### src/rtl/mul8_seq_if.sv
// Handshake and data bundle for mul8_seq: operands and start in, ready/done/product out.
interface mul8_seq_if;
  logic        start;
  logic [7:0]  a;
  logic [7:0]  b;
  logic        signed_mode;
  logic        ready;
  logic        done;
  logic [15:0] product;

  modport master (
    output start, a, b, signed_mode,
    input  ready, done, product
  );

  modport slave (
    input  start, a, b, signed_mode,
    output ready, done, product
  );
endinterface

### src/rtl/mul8_seq.sv
// Sequential 8x8 shift-and-add multiplier (unsigned or two's complement).
// Operates on magnitudes and applies the sign once, after eight add/shift iterations.
module mul8_seq (
  input  logic       clk,
  input  logic       rst_n,
  mul8_seq_if.slave  bus
);

  typedef enum logic [1:0] {IDLE, RUN, FIX} state_t;

  state_t      state_q, state_d;
  logic [7:0]  acc_hi_q, acc_hi_d;
  logic [7:0]  mult_q, mult_d;
  logic [7:0]  mcand_q, mcand_d;
  logic [2:0]  count_q, count_d;
  logic        sign_q, sign_d;
  logic        done_q, done_d;
  logic [15:0] product_q, product_d;
  logic [8:0]  sum;

  function automatic logic [8:0] add8(input logic [7:0] x, input logic [7:0] y);
    return {1'b0, x} + {1'b0, y};
  endfunction

  function automatic logic [7:0] neg8(input logic [7:0] x);
    return ~x + 8'd1;
  endfunction

  always_comb begin
    state_d   = state_q;
    acc_hi_d  = acc_hi_q;
    mult_d    = mult_q;
    mcand_d   = mcand_q;
    count_d   = count_q;
    sign_d    = sign_q;
    product_d = product_q;
    done_d    = 1'b0;
    sum       = {1'b0, acc_hi_q};

    case (state_q)
      IDLE: begin
        if (bus.start) begin
          // neg8(0x80) reads back as 128 unsigned, so -128 needs no special case
          mcand_d  = (bus.signed_mode && bus.a[7]) ? neg8(bus.a) : bus.a;
          mult_d   = (bus.signed_mode && bus.b[7]) ? neg8(bus.b) : bus.b;
          sign_d   = bus.signed_mode & (bus.a[7] ^ bus.b[7]);
          acc_hi_d = 8'h00;
          count_d  = 3'd0;
          state_d  = RUN;
        end
      end
      RUN: begin
        if (mult_q[0]) begin
          sum = add8(acc_hi_q, mcand_q);
        end
        // Shift {carry, acc_hi, mult} right; the low byte collects product bits
        acc_hi_d = sum[8:1];
        mult_d   = {sum[0], mult_q[7:1]};
        count_d  = count_q + 3'd1;
        if (count_q == 3'd7) begin
          state_d = FIX;
        end
      end
      FIX: begin
        product_d = sign_q ? (~{acc_hi_q, mult_q} + 16'd1) : {acc_hi_q, mult_q};
        done_d    = 1'b1;
        state_d   = IDLE;
      end
      default: begin
        state_d = IDLE;
      end
    endcase
  end

  always_ff @(posedge clk or negedge rst_n) begin
    if (!rst_n) begin
      state_q   <= IDLE;
      acc_hi_q  <= 8'h00;
      mult_q    <= 8'h00;
      mcand_q   <= 8'h00;
      count_q   <= 3'd0;
      sign_q    <= 1'b0;
      done_q    <= 1'b0;
      product_q <= 16'h0000;
    end else begin
      state_q   <= state_d;
      acc_hi_q  <= acc_hi_d;
      mult_q    <= mult_d;
      mcand_q   <= mcand_d;
      count_q   <= count_d;
      sign_q    <= sign_d;
      done_q    <= done_d;
      product_q <= product_d;
    end
  end

  assign bus.ready   = (state_q == IDLE);
  assign bus.done    = done_q;
  assign bus.product = product_q;

endmodule

### src/flat_wrapper.sv
// flat-port wrapper written by rule: the top's interface ports become plain ports
module mul8_seq_flat 
  (clk, rst_n, bus_start, bus_a, bus_b, bus_signed_mode, bus_ready, bus_done, bus_product);
  mul8_seq_if bus_i ();
  input  logic clk;
  input  logic rst_n;
  input wire logic [$bits(bus_i.start)-1:0] bus_start;
  input wire logic [$bits(bus_i.a)-1:0] bus_a;
  input wire logic [$bits(bus_i.b)-1:0] bus_b;
  input wire logic [$bits(bus_i.signed_mode)-1:0] bus_signed_mode;
  output wire logic [$bits(bus_i.ready)-1:0] bus_ready;
  output wire logic [$bits(bus_i.done)-1:0] bus_done;
  output wire logic [$bits(bus_i.product)-1:0] bus_product;
  assign bus_i.start = bus_start;
  assign bus_i.a = bus_a;
  assign bus_i.b = bus_b;
  assign bus_i.signed_mode = bus_signed_mode;
  assign bus_ready = bus_i.ready;
  assign bus_done = bus_i.done;
  assign bus_product = bus_i.product;
  mul8_seq u_core (.clk(clk), .rst_n(rst_n), .bus(bus_i));
endmodule
### config.mk
export PLATFORM = sky130hd
export DESIGN_NAME = mul8_seq_flat
export DESIGN_NICKNAME = d
export VERILOG_FILES = /design/src/rtl/mul8_seq_if.sv /design/src/rtl/mul8_seq.sv /design/src/flat_wrapper.sv
export SDC_FILE = /design/constraint.sdc
export NUM_CORES = 1
export LEC_CHECK = 0
export ABC_AREA = 1
export ABC_CLOCK_PERIOD_IN_PS = 1800
export CAP_MARGIN = 20
export CORE_MARGIN = 2
export CORE_UTILIZATION = 55
export CTS_BUF_LIST = sky130_fd_sc_hd__clkbuf_8
export DETAILED_ROUTE_END_ITERATION = 16
export MAX_ROUTING_LAYER = met4
export PLACE_DENSITY = 0.8
export SYNTH_ARGS = -nofsm -noshare
export SYNTH_HDL_FRONTEND = slang
export SYNTH_SLANG_ARGS = --single-unit
export TNS_END_PERCENT = 1
### constraint.sdc
create_clock -name clk -period 1.8 [get_ports clk]
set_input_delay 0.36 -clock clk [delete_from_list [all_inputs] [get_ports clk]]
set_output_delay 0.36 -clock clk [all_outputs]
set_load 0.01 [all_outputs]
* After elaboration in Yosys (flattened, before gate mapping)
Cells that the tools add are included.
Cells by class: add/sub/neg operators 5, multiply operators 0, divide/modulo/power cells 0, magnitude comparators 0, eq/ne operators 5, shift-type cells 0, multiplexer cells 14, bitwise gates (word level) 5, reduce and logical (&&, ||, !) cells 7
Operators by type and width (count):
- $mux W8 | 4
- $pmux W8 S2 | 2
- $add A16 B1 Y16 const B | 1
- $add A8 B1 Y8 const B | 2
- $mux W16 | 1
- $not A16 Y16 | 1
- $not A8 Y8 | 2
- $add A8 B8 Y9 | 1
- $mux W9 | 1
- $pmux W3 S2 | 1
- $reduce_and A2 Y1 | 3
- $mux W2 | 2
- $pmux W2 S2 | 1
- $add A3 B1 Y3 const B | 1
- $eq A3 B3 Y1 const B | 1
- $mux W3 | 1
- $eq A2 B1 Y1 const B | 1
- $eq A2 B2 Y1 const B | 1
- $logic_and A1 B1 Y1 | 2
- $logic_not A2 Y1 | 1
- $ne A2 B1 Y1 const B | 1
- $ne A2 B2 Y1 const B | 1
- $reduce_bool A2 Y1 | 1
- $and A1 B1 Y1 | 1
- other kinds (2) | 2
Storage, ports and cells: flip-flop bits (word level) 47, latch bits 0, RAM bits 0, ROM bits 0, word-level logic and storage cells 44, memories kept 0

* Depth between registers and ports, before layout
Gate-level depths: netlist of the first run.
word-level depth 5, mapped depth 11, depth with buffers taken out 10

* Worst setup path after synthesis of the first run
No wires, ideal clock.
path type register -> register, start point reg u_core.mcand_q[0], end point reg u_core.acc_hi_q[5], library setup time 0.116 ns, arrival time 1.466 ns, setup slack 0.218 ns, stages on the path, launching flop included 11, path buffers 0, clock period less this slack 1.582 ns, path through dfrtp_1 -> ha_1 -> fa_1 -> nand3_1 -> nand3_1 -> nand3_1 -> nand2_1 -> nand2_1 -> nand3_1 -> nand2_1 -> nand2_1
Between the ends: cells in the longest elaborated chain, start to end 3
Ends and longest elaborated chain:
- start, declared | line mul8_seq.sv:14 | logic [7:0] mcand_q, mcand_d;
- start signal, assigned | line mul8_seq.sv:89 | mcand_q <= mcand_d;
- $add A8 B8 Y9 | line mul8_seq.sv:22 | return {1'b0, x} + {1'b0, y};
- $mux W9 | line mul8_seq.sv:53 | if (mult_q[0]) begin
- $pmux W8 S2 | line mul8_seq.sv:40 | case (state_q)
- end signal, assigned | line mul8_seq.sv:87 | acc_hi_q <= acc_hi_d;
- end, declared | line mul8_seq.sv:12 | logic [7:0] acc_hi_q, acc_hi_d;
Every way passes these cells. A chain may end at the register's enable or synchronous reset.

* Worst setup path in the final report of the first run
Same ends and word-level chain as after synthesis.

==> results_dict.tcl, run 1 <==
set metrics [dict create \
    via_per_inst 5.24 \
    r2r_end "u_core.acc_hi_q[5]" \
    reg2reg_slack_ns 0.14 \
    drv_cap 0 \
    antenna_found_initial 0 \
    fin_nets 460 \
    yosysTopAreaCell "dfrtp_1" \
    diodes 0 \
    synth_seq_cells 47 \
    rr_worst_depth 10 \
    p_per_area_mw_per_mm2 1800 \
    relSlewSlack 0.613 \
    cts_hold_buf 0 \
    yosysMostFrequentCell "nand2_1" \
    worstSetupStartpointType "flop" \
    wirelength_um 6260 \
    synthCells 384 \
    multi_input_area_mm2 0.00150 \
    crit_arrival_ns 1.86 \
    area_growth_syn_to_layout_pct 19.1 \
    p_leak_nw 1.73 \
    clkSlewWorstSetupHoldPaths_ns 0.09 \
    period_share 0.924 \
    rsz0062_at_grt "no" \
    h-tree-depth 2 \
    crit-reg2reg-launch "u_core.mcand_q[0]" \
    route.detailed.drc 0 \
    dp_hpwl_um 4670 \
    critical_path.max_fanout 3 \
    root_buffer "clkbuf_8" \
    clk_latency_ns 0.30 \
    cp-end-kind "flop" \
    crit_required_ns 1.99 \
    layout_min_cycle_time_ns 1.66 \
    synth.area.top_cells "dfrtp_1 40%, nand2_1 13%, nand3_1 6.3%" \
    ys_warn_count 0 \
    initial_core_util 0.572 \
    setup_viol 0 \
    synth_xor_area_frac 0.0357 \
    syn_area_per_cell_um2 7.66 \
    ir_worst_vdd_mv 0.636 \
    core-area_mm2 0.00514 \
    synth_top_area_frac 0.400 \
    status "complete, no violations" \
    place.gp.congestion 0.862 \
    nFillCells 463 \
    drv_slew 0 \
    vias 2604 \
    grt_max_degree 48 \
    portBuffers 37 \
    yosysSeqAreaShare 0.400 \
    globalRouteOverflowTotal 0 \
    die_h_um 77.1 \
    final_hold_viol_count 0 \
    fin_cells 497 \
    dieArea_mm2 0.00595 \
    fmax_ghz 0.601 \
    drive_gt1_frac 0.0937 \
    synth_fa_ha_area_frac 0.0621 \
    die-width_um 77.1 \
    synth_common_cells "104 x nand2_1, 47 x dfrtp_1, 43 x inv_1" \
    place_area_mm2 0.00337 \
    first_global_vias 2372 \
    cts_buffer_depth 2 \
    antenna_left 0 \
    tns_ns 0 \
    place_inst 488 \
    num_rows 26 \
    register_area_mm2 0.00118 \
    wl_per_cell_um 12.6 \
    synth_flop_cell "dfrtp_1" \
    synthesis.nets 418 \
    critPathKind "reg2reg" \
    worst_pin_slew_ns 0.579 \
    synth_top_family_by_area "simple AND/OR/NAND/NOR gates" \
    synth_simple_gate_area_share 0.272 \
    cts_made_buffers 5 \
    grt_pass1_wl_um 11000 \
    synth_enable_flop_cells 0 \
    io_pins 38 \
    muxShareOfSynthArea 0 \
    async_reset_ff_frac 1.00 \
    design_area_mm2 0.00350 \
    cts_tree "done" \
    clock-sinks 47 \
    synth_cell_types 34 \
    hold_path.class "in2async" \
    drtIter0Drc 140 \
    first_pass_iters 6 \
    synth_area_mm2 0.00294 \
    synth_compound_area_frac 0.139 \
    finClkSkew_ns 0.00919 \
    grt_usage 0.236 \
]
layout make-up:
| class | count | area share |
|---|---|---|
| clock inverter | 2 | 0.0100 |
| sequential | 47 | 0.336 |
| tap | 70 | 0.0250 |
| multi-input combinational | 278 | 0.429 |
| inverter | 48 | 0.0522 |
| clock buffer | 6 | 0.0236 |
| timing repair buffer | 46 | 0.124 |
per-layer routing:
layer,up-vias,GRT usage,wire (µm)
met4,0,0.0536,65
met3,5,0.0400,215
met1,1193,0.310,2950
li1,1345,-,-
met5,-,-,0
met2,61,0.385,3030
worst max-delay path by stage:
stage	start	endpoint	slack, ns	depth (start not counted)
floorplan	u_core.mcand_q[0]	u_core.acc_hi_q[5]	0.22	10
global placement	bus_b[0]	u_core.mult_q[6]	0.12	9
detailed placement	u_core.mcand_q[0]	u_core.acc_hi_q[5]	0.08	10
CTS	u_core.state_q[0]	bus_ready	0.02	2
global route	u_core.mcand_q[0]	u_core.acc_hi_q[5]	0.02	10
finish	u_core.mcand_q[0]	u_core.acc_hi_q[5]	0.14	10
placed cells by master, fill, tap and decap left out, types with 2 or more instances in the layout:
cell type        instances
buf_4                    9
nor2_1                  20
nand2_2                  3
nand3_2                  2
nand2_1                104
a22o_1                   2
nand2_4                  3
clkbuf_8                 6
clkdlybuf4s50_1         35
inv_1                   43
inv_2                    3
nor3_1                   2
nand3_1                 37
nor2_4                   2
nor2_2                   2
a22oi_1                  2
nand4_1                  3
xor2_1                  12
dfrtp_1                 47
a22oi_2                  3
a21oi_1                 20
ha_1                    12
o21ai_0                 33
o22ai_1                  3
o21ai_1                  5
timing repair:
action,in CTS,in global routing
endpoints found under the setup margin,1,4
setup buffers,1,0
resized for setup,0,3
logic make-up after synthesis:
group / count (synthesis)
buf+inv: 59
flops: 47
xor+xnor: 12
fa+ha+maj: 14
simple gates: 180
compound gates: 72
critical path, stage by stage (launching register included):
cell,delay (ns)
dfrtp_1,0.39
ha_2,0.20
fa_2,0.35
nand3_1,0.09
nand3_1,0.11
nand3_1,0.11
nand2_1,0.08
nand2_1,0.07
nand3_1,0.06
nand2_1,0.07
nand2_1,0.04
power by group:
group	switching (mW)	internal [mW]	total [mW]
Sequential	0.482	1.56	2.04
Clock	0.362	0.450	0.812
Combinational	1.96	1.48	3.44
sequential cells by signal, summed over array words and instances (netlist names):
register,count
u_core.acc_hi_q,8
u_core.state_q,2
u_core.count_q,3
u_core.mcand_q,8
u_core.bus.done,1
u_core.mult_q,8
u_core.bus.product,16
u_core.sign_q,1
metrics by stage:
stage / utilization / total power, mW / hold slack, ns / setup slack (ns)
6_report: 0.681 / 6.30 / 0.125 / 0.137
5_1_grt: 0.681 / 6.92 / 0.163 / 0.0231
4_1_cts: 0.680 / 6.29 / 0.155 / 0.0213
3_5_place_dp: 0.656 / 5.44 / 0.472 / 0.0837
3_3_place_gp: 0.656 / 5.32 / 0.462 / 0.116
2_1_floorplan: - / 4.49 / 0.0644 / 0.218
(Power assumes the default switching activity.)
==> inputs of run 2 (changes only) <==
--- a/config.mk
+++ b/config.mk
@@ -5,15 +5,14 @@
 export SDC_FILE = /design/constraint.sdc
 export NUM_CORES = 1
 export LEC_CHECK = 0
-export ABC_AREA = 1
 export ABC_CLOCK_PERIOD_IN_PS = 1800
 export CAP_MARGIN = 20
 export CORE_MARGIN = 2
 export CORE_UTILIZATION = 55
 export CTS_BUF_LIST = sky130_fd_sc_hd__clkbuf_8
+export CTS_CLUSTER_DIAMETER = 40
 export DETAILED_ROUTE_END_ITERATION = 16
-export MAX_ROUTING_LAYER = met4
-export PLACE_DENSITY = 0.8
+export PLACE_DENSITY = 0.81
 export SYNTH_ARGS = -nofsm -noshare
 export SYNTH_HDL_FRONTEND = slang
 export SYNTH_SLANG_ARGS = --single-unit
==> run 2 against run 1 <==
Compared with the run above: the flow now finishes with violations (hold timing, setup timing); count of clock-buffer cells in the layout shrank 1; clock skew shrank 0.0023 ns; routed wire length shrank 1.6%; total power shrank 3.5%; critical path depth shrank 3; critical path type unchanged; largest cell class unchanged; largest power group unchanged.
==> results_dict.tcl, run 2 <==
set metrics [dict create \
    crit_start "u_core.mcand_q[0]" \
    place_area_mm2 0.00345 \
    worst_pin_slew_ns 0.565 \
    route.detailed.drc 0 \
    synth_cell_types 47 \
    yosysSeqAreaShare 0.417 \
    drtIter0Drc 122 \
    place.gp.congestion 0.856 \
    fin_nets 404 \
    layout.cells.most_common "nand2_1" \
    holdWs_ns -0.00557 \
    p_per_area_mw_per_mm2 1670 \
    clock-sinks 47 \
    grt_usage 0.244 \
    crit-reg2reg-launch "u_core.mcand_q[0]" \
    synth_seq_cells 47 \
    die-width_um 75.6 \
    place_inst 430 \
    grt_max_degree 34 \
    first_global_vias 2306 \
    rsz0062_at_grt "yes" \
    wirelength_um 6160 \
    cts_hold_buf 0 \
    area_growth_syn_to_layout_pct 29.0 \
    fin_cells 441 \
    p_leak_nw 1.65 \
    final_hold_viol_count 6 \
    synthCells 308 \
    syn_area_per_cell_um2 9.16 \
    wl_per_cell_um 14.0 \
    crit_required_ns 1.99 \
    initial_core_util 0.560 \
    violations "hold timing, setup timing" \
    ys_warn_count 0 \
    vias 2427 \
    layout_common_cells "49 x nand2_1, 45 x dfrtp_1, 37 x o21ai_0, 35 x clkdlybuf4s50_1, 31 x buf_4" \
    critical_path.max_fanout 3 \
    synth_common_cells "49 x nand2_1, 47 x dfrtp_1, 38 x o21ai_0" \
    drive_gt1_frac 0.162 \
    portBuffers 37 \
    async_reset_ff_frac 1.00 \
    grt_use_met3 0.0450 \
    first_pass_iters 4 \
    relSlewSlack 0.623 \
    fin_ws_ns -0.0965 \
    rr_worst_depth 7 \
    busiest_layer "met2" \
    grt_pass1_wl_um 10600 \
    post-route-util 0.722 \
    antenna_found_initial 0 \
    design_area_mm2 0.00364 \
    cts_tree "done" \
    crit_arrival_ns 2.09 \
    finClkSkew_ns 0.00693 \
    reg2reg_slack_ns -0.1 \
    critPathKind "reg2reg" \
    synth_area_mm2 0.00282 \
    p_total_mw 6.08 \
    clk_latency_ns 0.30 \
    layout_min_cycle_time_ns 1.90 \
    synth_enable_flop_cells 0 \
    worstSetupStartpointType "flop" \
    globalRouteOverflowTotal 0 \
    ir_worst_vdd_mv 1.17 \
    cts_buffer_depth 2 \
    cp-end-kind "flop" \
    io_pins 38 \
    core-area_mm2 0.00504 \
    antenna_left 0 \
    yosysTopAreaCell "dfrtp_1" \
    diodes 0 \
    r2r_end "u_core.acc_hi_q[7]" \
    largest_reg_flops 16 \
    synth_top_area_frac 0.417 \
    root_buffer "clkbuf_8" \
    via_per_inst 5.50 \
    synth_flop_cell "dfrtp_1" \
    yosysMostFrequentCell "nand2_1" \
    drv_cap 0 \
    dp_hpwl_um 4700 \
    num_rows 26 \
    period_share 1.05 \
    fmax_ghz 0.527 \
    h-tree-depth 2 \
    cts_made_buffers 5 \
    grtUsageMet2 0.441 \
    setup_viol 3 \
    groute.layer.met1.usage 0.300 \
    dieArea_mm2 0.00572 \
    die_h_um 75.6 \
    clkSlewWorstSetupHoldPaths_ns 0.09 \
    drv_slew 0 \
    synthesis.nets 342 \
    status "finished, violations left" \
    synth.area.top_cells "dfrtp_1 42%, o21ai_0 6.7%, nand2_1 6.5%" \
    hold_path.class "in2async" \
]
[run 2: layer usage]
metal	vias up	wire length [µm]	share of wire
met5	-	0	0
met4	0	110	0.018
met3	11	260	0.042
met2	55	3150	0.51
met1	1146	2640	0.43
li1	1215	-	-
[run 2: cells by family (layout without fill, tap and decap cells)]
| kind of cell | count (synthesis) | after routing | share of synthesized area |
|---|---|---|---|
| xor+xnor | 26 | 26 | 0.0807 |
| mux | 8 | 8 | 0.0288 |
| flops | 47 | 47 | 0.417 |
| compound gates | 86 | 86 | 0.188 |
| fa+ha+maj | 14 | 14 | 0.0647 |
| buf+inv | 25 | 88 | 0.0417 |
| simple gates | 102 | 102 | 0.180 |
[run 2: layout make-up]
class	count	area, µm²
fill	403	1400
timing repair buffer	70	637
inverter	10	37.5
clock buffer	5	68.8
multi-input combinational	236	1570
tap	70	87.6
clock inverter	3	63.8
sequential	47	1180
[run 2: power breakdown]
| group | internal (mW) | leakage [nW] | switching, mW |
|---|---|---|---|
| sequential | 1.52 | 0.587 | 0.430 |
| clock | 0.549 | 0.0695 | 0.352 |
| combinational | 1.58 | 0.993 | 1.65 |
| total | 3.65 | 1.65 | 2.43 |
[run 2: worst max path at each step]
stage,to,slack [ns],cells after the start
2_1_floorplan,u_core.acc_hi_q[7],-0.1,7
3_3_place_gp,u_core.mcand_q[7],-0.14,6
3_5_place_dp,u_core.mcand_q[5],-0.16,6
4_1_cts,u_core.acc_hi_q[7],-0.10,7
5_1_grt,u_core.acc_hi_q[5],-0.19,7
6_report,u_core.acc_hi_q[7],-0.1,7
[run 2: critical path, stage by stage, from the launching register on]
cell	delay, ns
dfrtp_1	0.42
ha_4	0.18
fa_2	0.35
a21o_1	0.22
o21ai_2	0.18
a21oi_2	0.09
a41o_1	0.18
a22o_1	0.17
[run 2: timing repair]
| action | in CTS | in global routing |
|---|---|---|
| pin swaps | 1 | 8 |
| endpoints found under the setup margin | 5 | 7 |
| gates resized for setup | 4 | 5 |
| setup buffers | 0 | 3 |
[run 2: through the flow]
step / hold slack, ns / setup WS [ns] / TNS (ns)
5_1_grt: 0.0124 / -0.186 / -0.758
3_5_place_dp: 0.334 / -0.161 / -0.762
3_3_place_gp: 0.326 / -0.140 / -0.489
2_1_floorplan: 0.0644 / -0.0962 / -0.157
4_1_cts: 0.00267 / -0.103 / -0.183
6_report: -0.00557 / -0.0965 / -0.252
==> patch: new RTL, config.mk and constraints of run 1 <==
Reset style: synchronous (`rst_n`), changed in one clocked block.
--- a/src/rtl/mul8_seq.sv
+++ b/src/rtl/mul8_seq.sv
@@ -74,3 +74,3 @@
 
-  always_ff @(posedge clk or negedge rst_n) begin
+  always_ff @(posedge clk) begin
     if (!rst_n) begin
Function: differs if rst_n is asserted again (counterexample within 4 cycles, from zero or initial values and one cycle with rst_n low); with rst_n held inactive, the same outputs for 10 cycles.
==> patch against run 1 <==
Clock skew hardly changed. Non-clock buffer count increased by 6. Area after synthesis fell by 3.3%. Wire length rose by 2.0%. Utilization rose by 0.55 points. Global-route usage down 0.13 points. Worst hold slack better by 0.34 ns. Setup slack worse by 0.061 ns. Sequential cell count stayed put. Via count grew 7.1%. Design area shrank 1.1%. Critical path type is now reg -> out. Largest cell class unchanged.
Power is not compared: it rests on default switching activity, and its combinational part moved more than twofold at a synthesized area within 25%.
==> patch: results (changes against run 1) <==
[place]
placed_area_um2=3330  ; -1.2%
dp.cells=535  ; +9.6%
pre_cts_ws_ns=0.0703  ; -0.0134 ns
dp_hpwl_um=4810  ; +3.1%
gp_congestion=0.894  ; +3.7%

[worst_setup_path]
cp_max_fo=2  ; -1
cpPeakStageDelay_ns=0.52  ; +0.13 ns
crit_arrival_ns=1.36  ; -0.50 ns
r2r_start=u_core.mcand_q[0]
slowest_stage=clkdlybuf4s50_1

[synth]
netlist_instances=426  ; +11%
async_flop_share_pct=0  ; -100 points
synth.area.top_cells=dfxtp_1 (33%), nand2_1 (13%), a21oi_1 (7.9%)
synth_fp_nets=460  ; +10%
synth_flop_cell=dfxtp_1
seq_area_frac_synth_pct=33.1  ; -6.9 points
synth_cell_types=30  ; -12%
synthTopCellsByCount=nand2_1 (100), dfxtp_1 (47), inv_1 (46)

[timing]
worst_pin_slew_ns=0.387  ; -0.192 ns
holdWs_ns=0.468  ; +0.343 ns
skew_ns=0.00958  ; +0.000390 ns

[min_path]
worstHoldStart=u_core.count_q[0]

[clock_network]
cts_root_buf=clkbuf_8
postCtsSetupBuffers=0  ; -1

[finish]
fill_cells=447  ; -3.5%
drive_gt1_share_pct=9.09  ; -0.28 points
fin_nets=506  ; +10%

[drt]
vias_per_cell=5.14  ; -2.0%
vias=2789  ; +7.1%
drt_pass1_iterations=4  ; -2

[global_routing]
grt_first_pass_wirelength_um=11000  ; +0.50%
grt_max_degree=25  ; -48%
first_global_vias=2591  ; +9.2%
grt_use_total_pct=23.5  ; -0.13 points

[pwr]
vdd_ir_drop_max_uv=502

[run_status]
run_status=completed

-- patch: changes by cell type after synthesis, sizes merged, moves of 5 or more --
cell	before	now
dfrtp	47	0
dfxtp	0	47
a21oi	20	45
nor2	24	49
nand2	110	104
a31oi	1	6
inv	47	52
-- patch: power breakdown --
part	internal, mW	switching [mW]
registers	1.08	0.0465
logic	0.201	0.290
clock network	0.549	0.353
total	1.83	0.689
-- patch: logic make-up (layout without fill, tap and decap cells) --
family,after synthesis,after routing,synth area share [%]
and+or+nand+nor,197,197,30.4
AOI/OAI and AO/OA,93,93,17.4
buffers and inverters,66,113,9.94
DFF,47,47,33.1
adders and majority gates,14,14,6.42
xor gates and xnor gates,9,9,2.77
-- patch: final cells by class --
| type | instances | area, µm² | area share [%] |
|---|---|---|---|
| Clock buffer | 5 | 68.8 | 1.99 |
| Clock inverter | 3 | 63.8 | 1.84 |
| Inverter | 53 | 199 | 5.74 |
| Multi-Input combinational cell | 313 | 1620 | 46.8 |
| Sequential cell | 47 | 941 | 27.2 |
| Tap cell | 70 | 87.6 | 2.53 |
| Timing Repair Buffer | 52 | 483 | 13.9 |
-- patch: worst max path at each step --
stage | start | to | slack (ns) | cells after the start
after global routing | u_core.state_q[0] | bus_ready | 0.03 | 4
after CTS | u_core.state_q[0] | bus_ready | 0.07 | 4
after detailed placement | bus_a[0] | u_core.mcand_q[4] | 0.07 | 9
after global placement | bus_a[0] | u_core.mcand_q[6] | 0.14 | 9
final | u_core.state_q[0] | bus_ready | 0.08 | 4
after floorplan | u_core.acc_hi_q[0] | u_core.acc_hi_q[5] | 0.26 | 10
-- patch: routing by layer --
metal  track usage [%]  vias to the layer above  share of wire [%]
met5                 -                        -                  0
met4              6.55                        0                1.1
met3              3.57                        7                3.5
met2              39.7                       51                 48
met1              29.3                     1250                 47
li1                  -                     1481                  -
